## config.mk

```make
export PLATFORM = sky130hd
export DESIGN_NAME = axi4_lite_reg_slave_flat
export DESIGN_NICKNAME = d
export VERILOG_FILES = /design/src/rtl/axi4_lite_reg_slave_if.sv /design/src/rtl/axi4_lite_reg_slave.sv /design/src/flat_wrapper.sv
export SDC_FILE = /design/constraint.sdc
export NUM_CORES = 1
export LEC_CHECK = 0
export ABC_AREA = 1
export CAP_MARGIN = 20
export CELL_PAD_IN_SITES_DETAIL_PLACEMENT = 1
export CELL_PAD_IN_SITES_GLOBAL_PLACEMENT = 1
export CORE_MARGIN = 5
export CORE_UTILIZATION = 31
export DETAILED_ROUTE_END_ITERATION = 8
export GPL_ROUTABILITY_DRIVEN = 0
export PLACE_DENSITY = 0.88
export SLEW_MARGIN = 0
export SYNTH_ARGS = -nofsm -noshare
export SYNTH_HDL_FRONTEND = slang
export SYNTH_SLANG_ARGS = --single-unit
```

## constraint.sdc

```tcl
create_clock -name clk -period 2.8 [get_ports clk]
set_input_delay 0.84 -clock clk [delete_from_list [all_inputs] [get_ports clk]]
set_output_delay 0.84 -clock clk [all_outputs]
set_load 0.02 [all_outputs]
```

## src/rtl/axi4_lite_reg_slave_if.sv

```systemverilog
// -----------------------------------------------------------------------------
// axi4_lite_if
//   AXI4-Lite bundle carrying the five channels with 32-bit address and data
//   and a 4-bit write strobe. No clock or reset travels with the bundle; the
//   endpoints supply their own.
//
//   slave  modport : responder side (accepts AW/W/AR, produces B/R)
//   master modport : requester side
// -----------------------------------------------------------------------------
interface axi4_lite_if;

  // Write address channel
  logic [31:0] awaddr;
  logic        awvalid;
  logic        awready;

  // Write data channel
  logic [31:0] wdata;
  logic [3:0]  wstrb;
  logic        wvalid;
  logic        wready;

  // Write response channel
  logic [1:0]  bresp;
  logic        bvalid;
  logic        bready;

  // Read address channel
  logic [31:0] araddr;
  logic        arvalid;
  logic        arready;

  // Read data channel
  logic [31:0] rdata;
  logic [1:0]  rresp;
  logic        rvalid;
  logic        rready;

  modport slave (
    input  awaddr, awvalid,
    output awready,
    input  wdata, wstrb, wvalid,
    output wready,
    output bresp, bvalid,
    input  bready,
    input  araddr, arvalid,
    output arready,
    output rdata, rresp, rvalid,
    input  rready
  );

  modport master (
    output awaddr, awvalid,
    input  awready,
    output wdata, wstrb, wvalid,
    input  wready,
    input  bresp, bvalid,
    output bready,
    output araddr, arvalid,
    input  arready,
    input  rdata, rresp, rvalid,
    output rready
  );

endinterface : axi4_lite_if

```

## src/rtl/axi4_lite_reg_slave.sv

```systemverilog
// -----------------------------------------------------------------------------
// axi4_lite_reg_slave
//   AXI4-Lite responder exposing NUM_REGS 32-bit read/write registers starting
//   at byte address BASE_ADDR. Write and read paths are independent FSMs.
//   Writes honour byte strobes; accesses that miss the register window leave
//   the registers untouched, read back as zero and bump a saturating error
//   counter.
//
//   Build option:
//     AXI_REG_SLAVE_SLVERR_EN  defined   -> out-of-range accesses answer SLVERR
//                              undefined -> out-of-range accesses answer OKAY
//
//   Parameters:
//     BASE_ADDR  byte address of register 0 (aligned to the window size)
//     NUM_REGS   register count, power of two, 2..16
//
//   Ports:
//     clk        clock, rising edge
//     rst        synchronous active-high reset
//     axi        AXI4-Lite slave modport
//     reg_q      live register contents, register i at [32i+31:32i]
//     err_count  saturating count of out-of-range accesses
// -----------------------------------------------------------------------------
module axi4_lite_reg_slave #(
  parameter logic [31:0] BASE_ADDR = 32'h0000_1020,
  parameter int          NUM_REGS  = 4
) (
  input  logic                     clk,
  input  logic                     rst,
  axi4_lite_if.slave               axi,
  output logic [NUM_REGS*32-1:0]   reg_q,
  output logic [7:0]               err_count
);

  localparam int IDX_W   = $clog2(NUM_REGS);
  localparam int TAG_LSB = IDX_W + 2;

  localparam logic [1:0] RESP_OKAY = 2'b00;
`ifdef AXI_REG_SLAVE_SLVERR_EN
  localparam logic [1:0] RESP_MISS = 2'b10;
`else
  localparam logic [1:0] RESP_MISS = 2'b00;
`endif

  typedef enum logic [1:0] {
    W_IDLE,
    W_HAVE_ADDR,
    W_HAVE_DATA,
    W_RESP
  } w_state_t;

  typedef enum logic {
    R_IDLE,
    R_DATA
  } r_state_t;

  // Address decode: the tag bits above the register index must match the base.
  function automatic logic addr_hit(input logic [31:0] addr);
    return addr[31:TAG_LSB] == BASE_ADDR[31:TAG_LSB];
  endfunction

  function automatic logic [IDX_W-1:0] addr_idx(input logic [31:0] addr);
    return addr[TAG_LSB-1:2];
  endfunction

  // ---------------------------------------------------------------------------
  // Storage
  // ---------------------------------------------------------------------------
  logic [NUM_REGS-1:0][31:0] regs_q;
  logic [7:0]                err_q;

  assign reg_q     = regs_q;
  assign err_count = err_q;

  // ---------------------------------------------------------------------------
  // Write path
  // ---------------------------------------------------------------------------
  w_state_t       w_state, w_next;
  logic           aw_hs, w_hs, wr_commit;
  logic [31:0]    aw_addr_q, w_data_q;
  logic [3:0]     w_strb_q;
  logic [31:0]    wr_addr, wr_data;
  logic [3:0]     wr_strb;
  logic           wr_hit;
  logic [IDX_W-1:0] wr_idx;
  logic [1:0]     bresp_q;

  // NOTE: every output of a combinational block gets a default before the
  // case statement, so no path through it can leave a value unassigned and
  // infer a latch.
  always_comb begin
    w_next      = w_state;
    axi.awready = 1'b0;
    axi.wready  = 1'b0;
    axi.bvalid  = 1'b0;
    aw_hs       = 1'b0;
    w_hs        = 1'b0;

    case (w_state)
      W_IDLE: begin
        axi.awready = 1'b1;
        axi.wready  = 1'b1;
        aw_hs       = axi.awvalid;
        w_hs        = axi.wvalid;
        if (axi.awvalid && axi.wvalid) w_next = W_RESP;
        else if (axi.awvalid)          w_next = W_HAVE_ADDR;
        else if (axi.wvalid)           w_next = W_HAVE_DATA;
      end
      W_HAVE_ADDR: begin
        axi.wready = 1'b1;
        w_hs       = axi.wvalid;
        if (axi.wvalid) w_next = W_RESP;
      end
      W_HAVE_DATA: begin
        axi.awready = 1'b1;
        aw_hs       = axi.awvalid;
        if (axi.awvalid) w_next = W_RESP;
      end
      W_RESP: begin
        axi.bvalid = 1'b1;
        if (axi.bready) w_next = W_IDLE;
      end
      default: w_next = W_IDLE;
    endcase

    // The write takes effect on the edge that enters W_RESP.
    wr_commit = (w_state != W_RESP) && (w_next == W_RESP);
  end

  // The half that arrived earlier comes from its capture register; the half
  // completing the pair this cycle comes straight off the bus.
  always_comb begin
    wr_addr = (w_state == W_HAVE_ADDR) ? aw_addr_q : axi.awaddr;
    wr_data = (w_state == W_HAVE_DATA) ? w_data_q  : axi.wdata;
    wr_strb = (w_state == W_HAVE_DATA) ? w_strb_q  : axi.wstrb;
  end

  assign wr_hit = addr_hit(wr_addr);
  assign wr_idx = addr_idx(wr_addr);

  // NOTE: sequential state is assigned with non-blocking (<=) so every flop
  // samples pre-edge values; that is also what gives a read on the same edge
  // as a write the old register contents.
  always_ff @(posedge clk) begin
    if (rst) begin
      w_state   <= W_IDLE;
      aw_addr_q <= '0;
      w_data_q  <= '0;
      w_strb_q  <= '0;
      bresp_q   <= RESP_OKAY;
    end else begin
      w_state <= w_next;
      if (aw_hs) aw_addr_q <= axi.awaddr;
      if (w_hs) begin
        w_data_q <= axi.wdata;
        w_strb_q <= axi.wstrb;
      end
      if (wr_commit) bresp_q <= wr_hit ? RESP_OKAY : RESP_MISS;
    end
  end

  assign axi.bresp = bresp_q;

  // NOTE: the register array is reset because its contents are architecturally
  // visible after reset (reg_q and read data must be zero); plain data buffers
  // without that requirement would not need it.
  always_ff @(posedge clk) begin
    if (rst) begin
      regs_q <= '0;
    end else if (wr_commit && wr_hit) begin
      for (int k = 0; k < 4; k++) begin
        if (wr_strb[k]) regs_q[wr_idx][8*k +: 8] <= wr_data[8*k +: 8];
      end
    end
  end

  // ---------------------------------------------------------------------------
  // Read path
  // ---------------------------------------------------------------------------
  r_state_t       r_state, r_next;
  logic           ar_hs;
  logic           rd_hit;
  logic [IDX_W-1:0] rd_idx;
  logic [31:0]    rdata_q;
  logic [1:0]     rresp_q;

  always_comb begin
    r_next      = r_state;
    axi.arready = 1'b0;
    axi.rvalid  = 1'b0;
    ar_hs       = 1'b0;

    case (r_state)
      R_IDLE: begin
        axi.arready = 1'b1;
        ar_hs       = axi.arvalid;
        if (axi.arvalid) r_next = R_DATA;
      end
      R_DATA: begin
        axi.rvalid = 1'b1;
        if (axi.rready) r_next = R_IDLE;
      end
      default: r_next = R_IDLE;
    endcase
  end

  assign rd_hit = addr_hit(axi.araddr);
  assign rd_idx = addr_idx(axi.araddr);

  always_ff @(posedge clk) begin
    if (rst) begin
      r_state <= R_IDLE;
      rdata_q <= '0;
      rresp_q <= RESP_OKAY;
    end else begin
      r_state <= r_next;
      if (ar_hs) begin
        rdata_q <= rd_hit ? regs_q[rd_idx] : 32'h0;
        rresp_q <= rd_hit ? RESP_OKAY : RESP_MISS;
      end
    end
  end

  assign axi.rdata = rdata_q;
  assign axi.rresp = rresp_q;

  // ---------------------------------------------------------------------------
  // Out-of-range counter: a write miss and a read miss on the same edge add 2.
  // ---------------------------------------------------------------------------
  logic       wr_miss, rd_miss;
  logic [1:0] err_inc;
  logic [8:0] err_sum;

  assign wr_miss = wr_commit && !wr_hit;
  assign rd_miss = ar_hs && !rd_hit;
  assign err_inc = {1'b0, wr_miss} + {1'b0, rd_miss};
  assign err_sum = {1'b0, err_q} + {7'b0, err_inc};

  always_ff @(posedge clk) begin
    if (rst) err_q <= '0;
    else     err_q <= err_sum[8] ? 8'hFF : err_sum[7:0];
  end

  // ---------------------------------------------------------------------------
  // Protocol properties: responses hold until accepted.
  // ---------------------------------------------------------------------------
  a_b_hold : assert property (@(posedge clk) disable iff (rst)
    axi.bvalid && !axi.bready |=> axi.bvalid && $stable(axi.bresp));

  a_r_hold : assert property (@(posedge clk) disable iff (rst)
    axi.rvalid && !axi.rready |=> axi.rvalid && $stable(axi.rdata) && $stable(axi.rresp));

  a_no_accept_while_resp : assert property (@(posedge clk) disable iff (rst)
    axi.bvalid |-> !axi.awready && !axi.wready);

endmodule : axi4_lite_reg_slave

```

## src/flat_wrapper.sv

```systemverilog
// flat-port wrapper written by rule: the top's interface ports become plain ports
module axi4_lite_reg_slave_flat 
#(
  parameter logic [31:0] BASE_ADDR = 32'h0000_1020,
  parameter int          NUM_REGS  = 4
)
  (clk, rst, reg_q, err_count, axi_awaddr, axi_awvalid, axi_awready, axi_wdata, axi_wstrb, axi_wvalid, axi_wready, axi_bresp, axi_bvalid, axi_bready, axi_araddr, axi_arvalid, axi_arready, axi_rdata, axi_rresp, axi_rvalid, axi_rready);
  axi4_lite_if axi_i ();
  input  logic clk;
  input  logic rst;
  output logic [NUM_REGS*32-1:0] reg_q;
  output logic [7:0] err_count;
  input wire logic [$bits(axi_i.awaddr)-1:0] axi_awaddr;
  input wire logic [$bits(axi_i.awvalid)-1:0] axi_awvalid;
  output wire logic [$bits(axi_i.awready)-1:0] axi_awready;
  input wire logic [$bits(axi_i.wdata)-1:0] axi_wdata;
  input wire logic [$bits(axi_i.wstrb)-1:0] axi_wstrb;
  input wire logic [$bits(axi_i.wvalid)-1:0] axi_wvalid;
  output wire logic [$bits(axi_i.wready)-1:0] axi_wready;
  output wire logic [$bits(axi_i.bresp)-1:0] axi_bresp;
  output wire logic [$bits(axi_i.bvalid)-1:0] axi_bvalid;
  input wire logic [$bits(axi_i.bready)-1:0] axi_bready;
  input wire logic [$bits(axi_i.araddr)-1:0] axi_araddr;
  input wire logic [$bits(axi_i.arvalid)-1:0] axi_arvalid;
  output wire logic [$bits(axi_i.arready)-1:0] axi_arready;
  output wire logic [$bits(axi_i.rdata)-1:0] axi_rdata;
  output wire logic [$bits(axi_i.rresp)-1:0] axi_rresp;
  output wire logic [$bits(axi_i.rvalid)-1:0] axi_rvalid;
  input wire logic [$bits(axi_i.rready)-1:0] axi_rready;
  assign axi_i.awaddr = axi_awaddr;
  assign axi_i.awvalid = axi_awvalid;
  assign axi_awready = axi_i.awready;
  assign axi_i.wdata = axi_wdata;
  assign axi_i.wstrb = axi_wstrb;
  assign axi_i.wvalid = axi_wvalid;
  assign axi_wready = axi_i.wready;
  assign axi_bresp = axi_i.bresp;
  assign axi_bvalid = axi_i.bvalid;
  assign axi_i.bready = axi_bready;
  assign axi_i.araddr = axi_araddr;
  assign axi_i.arvalid = axi_arvalid;
  assign axi_arready = axi_i.arready;
  assign axi_rdata = axi_i.rdata;
  assign axi_rresp = axi_i.rresp;
  assign axi_rvalid = axi_i.rvalid;
  assign axi_i.rready = axi_rready;
  axi4_lite_reg_slave #(.BASE_ADDR(BASE_ADDR), .NUM_REGS(NUM_REGS)) u_core (.clk(clk), .rst(rst), .axi(axi_i), .reg_q(reg_q), .err_count(err_count));
endmodule
```

# == Yosys cells after proc, flatten, opt, wreduce, memory -nomap -nowiden ==
# Index checks and enable logic that the tools add are counted.
# classes
n_bitwise,1
muxes,47
n_eq_ne,7
n_lt_le_gt_ge,3
n_reduce_logical,11
n_addsub,2
# ops
cell,n
two-way mux 128 bit,10
bitwise mux 128 bit,4
demux 32 bit (select 2 bit),4
two-way mux 32 bit,5
binary-select mux 32 bit (select 2 bit),1
equality test 28 x 9 -> 1 bit (second input constant),2
two-way mux 24 bit,1
two-way mux 16 bit,1
two-way mux 8 bit,2
two-way mux 2 bit,6
two-way mux 1 bit,10
adder 8 x 2 -> 9 bit,1
case mux 2 bit (4 select lines),1
equality test 2 bit (second input constant),3
logical AND 1 bit,6
< comparator 2 x 3 -> 1 bit (second input constant),2
two-way mux 4 bit,1
OR reduction 2 bit,2
adder 1 x 1 -> 2 bit,1
equality test 2 x 1 -> 1 bit (second input constant),1
>= comparator 2 x 1 -> 1 bit (second input constant),1
logical NOT 1 bit,2
logical NOT 2 bit,1
!= test 2 bit (second input constant),1
other kinds (2),2
# word_totals
elab_cells,82
register_bits,239

# == Longest topological paths before layout ==
# Gate-level depths: netlist (run 1).
# depth
ltp_word,20
mapped_depth,15
ltp_nobuf,15

# == Worst setup path after synthesis (run 1) ==
# No wires, ideal clock.
# synth_path
path_kind,input to register
from,input axi_arvalid
to,register u_core.err_q[5] (netlist: u_core.err_count[5])
path_buffers,2
required_ns,2.726
setup_time_ns,0.074
setup_slack_ns,-0.097
cell_stages,12
arrival_time_ns,2.822
cell_sequence,nand2_1 > inv_2 > clkbuf_1 > clkbuf_1 > nand2_1 > fa_1 > inv_1 > ha_1 > nand3_1 > nor2_1 > nand2_1 > a31oi_1
# synth_via
elab_chain_cells,5
# synth_lines
element,line_no,text
start: declaration,flat_wrapper.sv:24,input wire logic [$bits(axi_i.arvalid)-1:0] axi_arvalid;
two-way mux 1 bit,axi4_lite_reg_slave.sv:193,case (r_state)
logical AND 1 bit,axi4_lite_reg_slave.sv:235,assign rd_miss = ar_hs && !rd_hit;
adder 1 x 1 -> 2 bit,axi4_lite_reg_slave.sv:236,"assign err_inc = {1'b0, wr_miss} + {1'b0, rd_miss};"
adder 8 x 2 -> 9 bit,axi4_lite_reg_slave.sv:237,"assign err_sum = {1'b0, err_q} + {7'b0, err_inc};"
two-way mux 8 bit,axi4_lite_reg_slave.sv:241,else err_q <= err_sum[8] ? 8'hFF : err_sum[7:0];
end signal: assignment,axi4_lite_reg_slave.sv:241,
end: declaration,axi4_lite_reg_slave.sv:70,logic [7:0] err_q;
# Every way passes these cells.
# A chain may end at the register's enable or synchronous reset.

# == Final worst setup path (run 1) ==
# layout_path
from,input axi_araddr[30]
to,register u_core.err_q[7] (netlist: u_core.err_count[7])
# layout_via
elab_chain_cells,6
# layout_lines
element,line_no,text
start: declaration,flat_wrapper.sv:23,input wire logic [$bits(axi_i.araddr)-1:0] axi_araddr;
equality test 28 x 9 -> 1 bit,axi4_lite_reg_slave.sv:59,return addr[31:TAG_LSB] == BASE_ADDR[31:TAG_LSB];
logical NOT 1 bit,axi4_lite_reg_slave.sv:235,
logical AND 1 bit,axi4_lite_reg_slave.sv:235,
adder 1 x 1 -> 2 bit,axi4_lite_reg_slave.sv:236,
adder 8 x 2 -> 9 bit,axi4_lite_reg_slave.sv:237,
two-way mux 8 bit,axi4_lite_reg_slave.sv:241,
# Every way passes these cells.

==> results.yml, run 1 <==
cts:
  postCtsHoldBufs: 0
  clk_latency_ns: 0.55
  clk_pin_slew_worst_paths_ns: 0.06
  clock_sinks: 237
  cts_htree_levels: 1
  tritoncts: "yes"
  postCtsSetupBuffers: 0
  cts-root-buf: "clkbuf_16"
  cts_max_path_buffers: 3
  cts_inserted_buffers: 27
grt:
  initial_antenna_violation_count: 3
  pin_count_of_the_biggest_net_entering_global_routing: 84
  grt_pass1_vias: 12180
  grt_overflow: 0
  track_usage: 0.2114
  grt_pass1_wl_mm: 66.77
yosys:
  synth.largest_area_cell: "dfxtp_1"
  async_reset_ff_frac: 0
  synth.top_cells.by_area: "dfxtp_1, nor2_1, nand2_1, nand3_1, o21ai_0"
  postSynthCellCount: 1522
  postSynthAreaPerCell_um2: 7.234
  synth_compound_gate_area_share: 0.1461
  yosys_most_used_dff: "dfxtp_1"
  adder_cell_share_of_the_synthesized_area: 0.002955
  synth_top_cell_area_share: 0.4309
  synthesis.area_um2: 11010
  post_synth_mux_area_share: 0.02455
  synth-xor-area-share: 0.001591
  synth-edff-count: 0
  synth-warning-count: 0
  synthSimpleGateAreaFrac: 0.3288
  yosys_register_bits: 237
  synth.lib_cells_used.distinct: 44
  dominant_combinational_cell_family_by_area_after_synthesis: "simple AND/OR/NAND/NOR gates"
  yosysSeqAreaShare: 0.4309
placement:
  number_of_buffers_inserted_by_port_buffering: 275
  placedCellCount: 2215
  dpl_worst_slack_ns: -0.6362
  detailed_place.area_um2: 14550
  dp_hpwl_mm: 30.77
finish:
  final_util: 0.4371
  design_area_um2: 15430
  finish.cell_count_without_fillers: 2262
  syn2layout_area_growth_pct: 40.17
  num-nets-final: 1891
  layout-drive-gt1-share: 0.08778
sta:
  timing.setup.tns_ns: 0
  timing.final.hold_violations: 0
  fmax_ghz: 0.3647
  max_slew.worst_pin.slew_ns: 0.8185
  postLayoutSetupSlackWorst_ns: 0.05816
  fin_crit_sh: 0.9792
  worst_hold_margin_ns: 0.4524
  slew_headroom: 0.4524
  finalCriticalPeriod_ns: 2.742
  final_setup_violating_endpoints: 0
  number_of_slew_limit_violations_in_the_final_report: 0
  timing.clock.skew_ns: 0.02841
routing:
  routed_wl_per_cell_um: 19.28
  vias_post_dr: 11560
  dr.pass1.iters: 4
  drt_drc_violations_left: 0
  routed_via_density: 5.110
  drt_iter0_drc: 529
  drt.antenna.violating_nets: 0
  wirelength_mm: 43.60
flow_run:
  maxCapViolCount: 0
critical_path:
  regToRegSetupSlack_ns: 0.25
  timing.critical_path.to_type: "flop"
  timing.critical_path.fanout_max: 4
  path_class: "input pin to flop"
  startpoint_type: "input pin"
  r2r_end: "u_core.err_count[7]$_SDFF_PP0_"
  reg2reg_depth: 14
  crit-reg2reg-launch: "u_core.w_state[0]$_SDFF_PP0_"
  worstPathArrival_ns: 3.23
  worst-endpoint-required_ns: 3.28
floorplanning:
  pin_count: 284
  fp.dieW_um: 198.5
  floorplan.initialDensity: 0.3118
  die_area_um2: 39390
  die-height_um: 198.5
  placement_rows: 69
  core_um2: 35310
min_path:
  hold-path-endpoint: "u_core.aw_addr_q[12]$_SDFFE_PP0P_"
  worst_hold_path_type: "flop to flop"
  worst_hold_path.num_cells: 2
  hold_path.startpoint: "u_core.aw_addr_q[12]$_SDFFE_PP0P_"
pwr:
  power_density_nw_per_um2: 521.7
  vdd_drop_max_v: 0.0004333
  design_power_total_mw: 8.052
  leakage_nw: 6.061
status:
  outcome: "completed"
kinds of logic (layout without fill, tap and decap cells):
logic type      count (synthesis)  after routing
other cells                     1              5
compound gates                261            261
buf+inv                       155            430
flops                         237            237
fa+ha+maj                       2              2
mux                            27             27
simple gates                  837            837
xor+xnor                        2              2
synth_stat cells (5+ instances only):
cell type,count
buf_6,12
a21oi_1,51
o21bai_1,30
inv_1,45
nand3_1,129
nor4_1,6
nand4_1,5
nand3_4,5
nor2_4,20
inv_2,5
o221ai_1,30
o21ai_0,105
mux2i_1,27
nor2_1,476
clkbuf_1,63
o211ai_1,33
buf_2,21
nand2_1,180
dfxtp_1,237
metal layers:
metal / global-route usage / up-vias / share of wire
li1: - / 5548 / -
met1: 0.2561 / 5597 / 0.42
met2: 0.3791 / 325 / 0.49
met3: 0.04116 / 84 / 0.062
met4: 0.06535 / 4 / 0.033
met5: 0 / - / 0.00057
cells in the final DEF (no fill, tap or decap), drive strengths merged, types with 33 or more instances in the layout:
| cell | instances |
|---|---|
| nand3 | 134 |
| dfxtp | 237 |
| o21ai | 111 |
| clkdlybuf4s50 | 270 |
| o211ai | 33 |
| a21oi | 51 |
| clkbuf | 40 |
| nor2 | 499 |
| nand2 | 183 |
| inv | 50 |
| buf | 59 |
state kept, by name (all words and copies together), names as in the netlist:
register          flops
u_core.aw_addr_q     30
u_core.axi.rdata     32
u_core.err_count      8
u_core.r_state        1
u_core.reg_q        128
u_core.w_data_q      32
u_core.w_state        2
u_core.w_strb_q       4
critical path, cell delays in order:
cell	delay [ns]
clkdlybuf4s50_1	0.52
nor4_2	0.05
nand2_1	0.07
nor2_1	0.04
nand4_1	0.17
nand2_2	0.15
fa_2	0.40
inv_2	0.08
nand3_1	0.11
nor2_1	0.13
nand2_1	0.16
o21ai_1	0.29
o211a_1	0.20
final cells by class:
cell class,instances,area [um^2]
fill,4280,19880
multi-input combinational,1133,5643
sequential,237,4745
timing repair buffer,332,3453
clock buffer,40,774.5
tap,461,576.8
inverter,51,197.7
clock inverter,7,41.29
antenna,1,2.502
power breakdown:
group	internal, mW	switching [mW]	total [mW]
sequential	3.49	0.0707	3.56
combinational	0.460	0.703	1.16
clock	1.90	1.43	3.33
total	5.85	2.20	8.05
worst max path at each step:
stage                   startpoint                        endpoint  slack [ns]
detailed placement  axi_araddr[21]  u_core.err_count[6]$_SDFF_PP0_       -0.64
floorplan              axi_awvalid  u_core.err_count[5]$_SDFF_PP0_       0.006
global placement    axi_araddr[21]  u_core.err_count[5]$_SDFF_PP0_       -0.48
CTS                 axi_araddr[21]  u_core.err_count[6]$_SDFF_PP0_        0.03
global route        axi_araddr[30]  u_core.err_count[7]$_SDFF_PP0_       -0.05
finish              axi_araddr[30]  u_core.err_count[7]$_SDFF_PP0_        0.06
repair_timing:
| item | 4_1_cts | 5_1_grt |
|---|---|---|
| resized for setup | 3 | 15 |
| setup endpoints to repair | 2 | 9 |
| pin swaps | 0 | 10 |
| gates cloned | 0 | 0 |
No activity file was read; power rests on OpenSTA's default activity.
==> run 2, diff against run 1 <==
Settings changed: SLEW_MARGIN 0 to default.
==> results of run 2 <==
No change in the layout: final DEF, timing and power equal those of run 1.
==> run 3, diff against run 2 <==
Settings changed: CTS_CLUSTER_SIZE from default to 24.
==> results of run 3 <==
No change in the layout: final DEF, timing and power equal those of run 1.
